===== src/rtl/pgm_gfx_ddr.sv =====
// pgm_gfx_ddr
// -----------
// Graphics-ROM read responder for the PGM video engine. It takes one 64-bit
// word read at a time from the video side and turns it into a single-beat
// Avalon-MM read on the MiSTer DDR3 port. The request address is relative to
// the graphics region; BASE_ADDR is added (29-bit, wrapping) to form the DDR
// word address. The returned word is held on ddram_dout until the next
// completion.
//
// Configuration macro: PGM_GFX_CACHE_EN
//   Defined   : a one-entry tag remembers the address of the last successful
//               fetch. A repeat request to that address completes with no
//               Avalon traffic and ddram_busy never rises. flush invalidates
//               the tag.
//   Undefined : every request is fetched; flush is ignored.
//
// Handshakes:
//   Video side : a request is taken on a rising edge where ddram_rd=1 and the
//                block is idle (ddram_busy=0). ddram_busy stays high until
//                ddram_dout holds the answer. ddram_addr is sampled only at
//                acceptance. Dropping ddram_rd mid-fetch does not cancel it.
//   Avalon side: avl_rd/avl_addr are held until a rising edge with
//                avl_waitrequest=0, which accepts the command. The data beat is
//                taken on the first edge with avl_dout_ready=1 while waiting;
//                beats outside the wait window are discarded. Only one read is
//                ever outstanding.
//
// Parameters:
//   BASE_ADDR : word offset of the graphics region in DDR.
//   TIMEOUT   : cycles to wait for read data before aborting (1..1023).
//
// Ports:
//   clk, reset       : single clock; asynchronous active-high reset.
//   ddram_rd         : read request from the video engine.
//   ddram_addr[28:0] : word address relative to the graphics region.
//   ddram_dout[63:0] : returned word (zero after a timeout).
//   ddram_busy       : fetch in progress.
//   flush            : invalidate the hit tag (cache build only).
//   avl_rd           : Avalon read strobe.
//   avl_addr[28:0]   : Avalon word address.
//   avl_burstcnt[7:0]: constant single-beat burst.
//   avl_waitrequest  : Avalon wait.
//   avl_dout[63:0]   : Avalon read data.
//   avl_dout_ready   : Avalon read-data valid.
//   err              : sticky read-timeout flag, cleared only by reset.

module pgm_gfx_ddr #(
  parameter logic [28:0] BASE_ADDR = 29'h0600000,
  parameter int          TIMEOUT   = 1023
) (
  input  logic        clk,
  input  logic        reset,
  input  logic        ddram_rd,
  input  logic [28:0] ddram_addr,
  output logic [63:0] ddram_dout,
  output logic        ddram_busy,
  input  logic        flush,
  output logic        avl_rd,
  output logic [28:0] avl_addr,
  output logic [7:0]  avl_burstcnt,
  input  logic        avl_waitrequest,
  input  logic [63:0] avl_dout,
  input  logic        avl_dout_ready,
  output logic        err
);

  typedef enum logic [1:0] {
    ST_IDLE  = 2'd0,
    ST_ISSUE = 2'd1,
    ST_WAIT  = 2'd2
  } state_t;

  // Exposed by name so checkers can bind to the FSM state directly.
  state_t state;

  // The counter holds the number of WAIT edges already spent without data;
  // the abort happens on the TIMEOUT-th such edge.
  localparam logic [9:0] TIMEOUT_LAST = 10'(TIMEOUT - 1);

  logic [9:0] wait_cnt;
  logic       hit;
  logic       miss_accept;
  logic       fetch_done;

  assign avl_burstcnt = 8'd1;

  assign miss_accept = (state == ST_IDLE) && ddram_rd && !hit;
  assign fetch_done  = (state == ST_WAIT) && avl_dout_ready;

`ifdef PGM_GFX_CACHE_EN
  logic        tag_valid;
  logic [28:0] tag_addr;
  logic [28:0] req_addr;

  // A flush in the same cycle as a matching request forces a real fetch.
  assign hit = tag_valid && (tag_addr == ddram_addr) && !flush;

  // The tag is cleared when a fetch starts (ddram_dout is about to change)
  // and set only when that fetch returns data, so a timeout leaves it empty.
  always_ff @(posedge clk or posedge reset) begin
    if (reset) begin
      tag_valid <= 1'b0;
      tag_addr  <= '0;
      req_addr  <= '0;
    end else begin
      if (miss_accept) begin
        req_addr  <= ddram_addr;
        tag_valid <= 1'b0;
      end
      if (fetch_done) begin
        tag_valid <= 1'b1;
        tag_addr  <= req_addr;
      end
      if (flush) begin
        tag_valid <= 1'b0;
      end
    end
  end
`else
  logic unused_flush;

  assign hit          = 1'b0;
  assign unused_flush = flush;
`endif

  always_ff @(posedge clk or posedge reset) begin
    if (reset) begin
      state      <= ST_IDLE;
      ddram_busy <= 1'b0;
      ddram_dout <= '0;
      avl_rd     <= 1'b0;
      avl_addr   <= '0;
      wait_cnt   <= '0;
      err        <= 1'b0;
    end else begin
      case (state)
        ST_IDLE: begin
          // Stale avl_dout_ready beats are ignored here.
          if (miss_accept) begin
            ddram_busy <= 1'b1;
            avl_rd     <= 1'b1;
            avl_addr   <= BASE_ADDR + ddram_addr;  // wraps modulo 2^29
            state      <= ST_ISSUE;
          end
        end

        ST_ISSUE: begin
          // avl_rd is always high in this state; hold until accepted.
          if (!avl_waitrequest) begin
            avl_rd   <= 1'b0;
            wait_cnt <= '0;
            state    <= ST_WAIT;
          end
        end

        ST_WAIT: begin
          if (avl_dout_ready) begin
            ddram_dout <= avl_dout;
            ddram_busy <= 1'b0;
            state      <= ST_IDLE;
          end else if (wait_cnt == TIMEOUT_LAST) begin
            ddram_dout <= '0;
            err        <= 1'b1;
            ddram_busy <= 1'b0;
            state      <= ST_IDLE;
          end else begin
            wait_cnt <= wait_cnt + 10'd1;
          end
        end

        default: begin
          state      <= ST_IDLE;
          ddram_busy <= 1'b0;
          avl_rd     <= 1'b0;
        end
      endcase
    end
  end

endmodule

===== config.mk =====
export PLATFORM = sky130hd
export DESIGN_NAME = pgm_gfx_ddr
export DESIGN_NICKNAME = d
export VERILOG_FILES = /design/src/rtl/pgm_gfx_ddr.sv
export SDC_FILE = /design/constraint.sdc
export NUM_CORES = 1
export LEC_CHECK = 0
export ABC_AREA = 1
export CAP_MARGIN = 10
export CORE_AREA = 3 3 106 108
export CTS_CLUSTER_DIAMETER = 30
export DETAILED_ROUTE_END_ITERATION = 16
export DIE_AREA = 0 0 109 111
export HOLD_SLACK_MARGIN = 0.15
export PLACE_DENSITY = 0.83
export SLEW_MARGIN = 40
export SYNTH_ARGS = -nofsm -noshare
export SYNTH_HDL_FRONTEND = slang
export SYNTH_SLANG_ARGS = --single-unit

===== constraint.sdc =====
create_clock -name clk -period 5.22 [get_ports clk]
set_input_delay 0.522 -clock clk [delete_from_list [all_inputs] [get_ports clk]]
set_output_delay 0.522 -clock clk [all_outputs]
set_load 0.05 [all_outputs]

==> impl_metrics.env <==
export IMPL_powerDensity_mw_per_mm2=659
export IMPL_sequentialPowerShare_pct=30.6
export IMPL_cts_hold_buffers=0
export IMPL_outcome="completed"
export IMPL_path_cells="clkdlybuf4s50_1"
export IMPL_hold_viol=0
export IMPL_crit_start="avl_addr[0]$_DFFE_PP0P_"
export IMPL_cts_tree="done"
export IMPL_portBuffers=193
export IMPL_holdWs_ns=0.483
export IMPL_synth_cells=541
export IMPL_synth_warning_count=0
export IMPL_wl_um=12100
export IMPL_synth_seq_area_share_pct=58.6
export IMPL_setup_viol=0
export IMPL_drc=0
export IMPL_peakVddDrop_mv=0.350
export IMPL_final_max_slew_viol_count=0
export IMPL_p_int_mw=2.26
export IMPL_fin_tns_setup_ns=0
export IMPL_holdCritStartpoint="avl_addr[13]$_DFFE_PP0P_"
export IMPL_ioPinCount=203
export IMPL_layout_drive_gt1_share_pct=3.82
export IMPL_cts_buffer_depth=2
export IMPL_place_congestion=0.797
export IMPL_crit_family="buffers and inverters"
export IMPL_drt_initial_drc_count=226
export IMPL_netlist_area_mm2=0.00461
export IMPL_power_frac_comb_pct=57.0
export IMPL_place_hpwl_um=8870
export IMPL_grt_overflow=0
export IMPL_clk_latency_ns=0.35
export IMPL_power_switching_mw=2.24
export IMPL_grt_max_degree=65
export IMPL_htreeDepth=3
export IMPL_total_power_mw=4.50
export IMPL_core_mm2=0.0103
export IMPL_track_usage_pct=20.3
export IMPL_r2r_slack_ns=3.18
export IMPL_slew_headroom_pct=62.1
export IMPL_cp_arrival_ns=1.57
export IMPL_synthTopCellsByArea="dfrtp_1 (59%), nand2_1 (15%), o21ai_0 (7.9%), inv_1 (7.0%), buf_4 (1.6%)"
export IMPL_initial_core_util_pct=44.6
export IMPL_syn_to_final_growth_pct=48.2
export IMPL_synth_avg_cell_area_um2=8.52
export IMPL_slowest_stage="clkdlybuf4s50_1"
export IMPL_fin_crit_ns=2.09
export IMPL_tightest_slew_ns=0.569
export IMPL_via_per_inst=4.70
export IMPL_grt_first_pass_wirelength_um=19800
export IMPL_clkPwrFrac_pct=12.4
export IMPL_async_flop_share_pct=100
export IMPL_antenna_found_initial=0
export IMPL_grt_pass1_vias=4132
export IMPL_start_kind="flop"
export IMPL_rsz0062_at_grt="no"
export IMPL_cts_sinks=108
export IMPL_fin_util_pct=66.2
export IMPL_r2r_start="state[0]$_DFFE_PP0P_"
export IMPL_synth_top_cell_area_share_pct=58.6
export IMPL_clkTransAtPathRegs_ns=0.09
export IMPL_final_area_mm2=0.00683
export IMPL_yosysMostFrequentCell="nand2_1"
export IMPL_p_leak_nw=3.17
export IMPL_placed_area_mm2=0.00662
export IMPL_first_pass_iters=4
export IMPL_num_rows=37
export IMPL_end_kind="output pin"
export IMPL_dieArea_mm2=0.0121
export IMPL_min_path_type="flop to flop"
export IMPL_detail_route_wl_per_cell_um=13.9
export IMPL_yosys_most_used_dff="dfrtp_1"
export IMPL_drt_antenna_violating_nets=0
export IMPL_clockRootBuffer="clkbuf_8"
export IMPL_r2r_end="avl_addr[26]$_DFFE_PP0P_"
export IMPL_synth_edf_count=0
export IMPL_ys_types=23
export IMPL_hold_end="avl_addr[13]$_DFFE_PP0P_"
export IMPL_synth_top_area_cell="dfrtp_1"
export IMPL_cp_max_fo=2
export IMPL_ys_top_cells_by_count="nand2_1 (187), dfrtp_1 (108), inv_1 (86), o21ai_0 (73), nor2_1 (14)"
export IMPL_nets=831
export IMPL_worst_setup_path_type="flop to output pin"
export IMPL_die_h_um=111
export IMPL_vias=4084
export IMPL_post_cts_buffers=0
export IMPL_antennaDiodeCount=0
export IMPL_clock_fmax_ghz=0.478
export IMPL_finalClockSkew_ns=0.0124
export IMPL_max_stage_delay_ns=0.82
export IMPL_cp_buffers_inverters=1
export IMPL_cts_resized_gates=0
export IMPL_cp_required_ns=4.70
export IMPL_r2r_cells=6
export IMPL_fillers=805
export IMPL_cts_inserted_buffers=9
export IMPL_cap_violations=0
export IMPL_switching_share_pct=49.8
export IMPL_ys_ff_latch=108
export IMPL_min_path_cells=2
export IMPL_fp_dieW_um=109
export IMPL_fin_crit_sh_pct=40.1
==> power groups by stage <==
stage	sequential, mW	clock, mW	combinational, mW
after CTS	1.38	0.566	2.59
after detailed placement	1.39	0	2.58
after floorplan	2.56	0	0.481
final	1.38	0.556	2.57
after global routing	1.42	0.605	2.71
after global placement	1.38	0	2.54
==> area by class of cell <==
| cell class | count | area, µm² | area share [%] |
|---|---|---|---|
| timing repair buffer | 197 | 1960 | 28.7 |
| tap | 136 | 170 | 2.49 |
| sequential | 108 | 2700 | 39.6 |
| inverter | 88 | 335 | 4.91 |
| clock buffer | 11 | 141 | 2.07 |
| clock inverter | 4 | 73.8 | 1.08 |
| multi-input combinational | 325 | 1450 | 21.2 |
==> metal layers <==
metal	part of all wire, %	up-vias	global-route usage [%]
met4	2.2	0	7.07
met5	0	-	0
li1	-	1995	-
met2	52	136	34.6
met1	39	1931	24.9
met3	7.0	22	4.95
==> sequential cells by signal (all words and copies together) (netlist names) <==
name	count
err	1
avl_rd	1
state	2
ddram_busy	1
avl_addr	29
wait_cnt	10
ddram_dout	64
==> stage by stage <==
| stage | instances | setup slack (ns) |
|---|---|---|
| after floorplan | 547 | 1.85 |
| after global placement | 854 | 2.92 |
| after detailed placement | 854 | 2.85 |
| after CTS | 869 | 3.10 |
| after global routing | 869 | 3.03 |
| final | 869 | 3.13 |
==> cell usage in the layout (no fill, tap or decap), drive strengths merged, types with 7 or more instances in the layout <==
cell type / count
clkdlybuf4s50: 193
nand2: 189
dfrtp: 108
inv: 88
o21ai: 79
nor2: 17
nand3: 13
clkbuf: 11
conb: 8
a21oi: 7
==> how the worst max path moves through the flow <==
| stage | to | slack, ns | depth (start not counted) |
|---|---|---|---|
| 5_1_grt | avl_addr[26]$_DFFE_PP0P_ | 3.03 | 6 |
| 3_3_place_gp | avl_addr[26]$_DFFE_PP0P_ | 2.92 | 6 |
| 2_1_floorplan | avl_addr[0]$_DFFE_PP0P_ | 1.85 | 1 |
| 6_report | avl_addr[0] | 3.13 | 1 |
| 4_1_cts | avl_addr[0] | 3.10 | 1 |
| 3_5_place_dp | avl_addr[26]$_DFFE_PP0P_ | 2.85 | 6 |
==> kinds of logic after synthesis <==
kind of cell,count (synthesis),synth area share (%)
AOI/OAI and AO/OA,87,9.75
xor gates and xnor gates,3,0.570
adders and majority gates,3,0.814
buffers and inverters,114,10.5
DFF,108,58.6
other,2,0.163
and+or+nand+nor,224,19.6
Note: power is estimated with default switching activity, not from simulation.
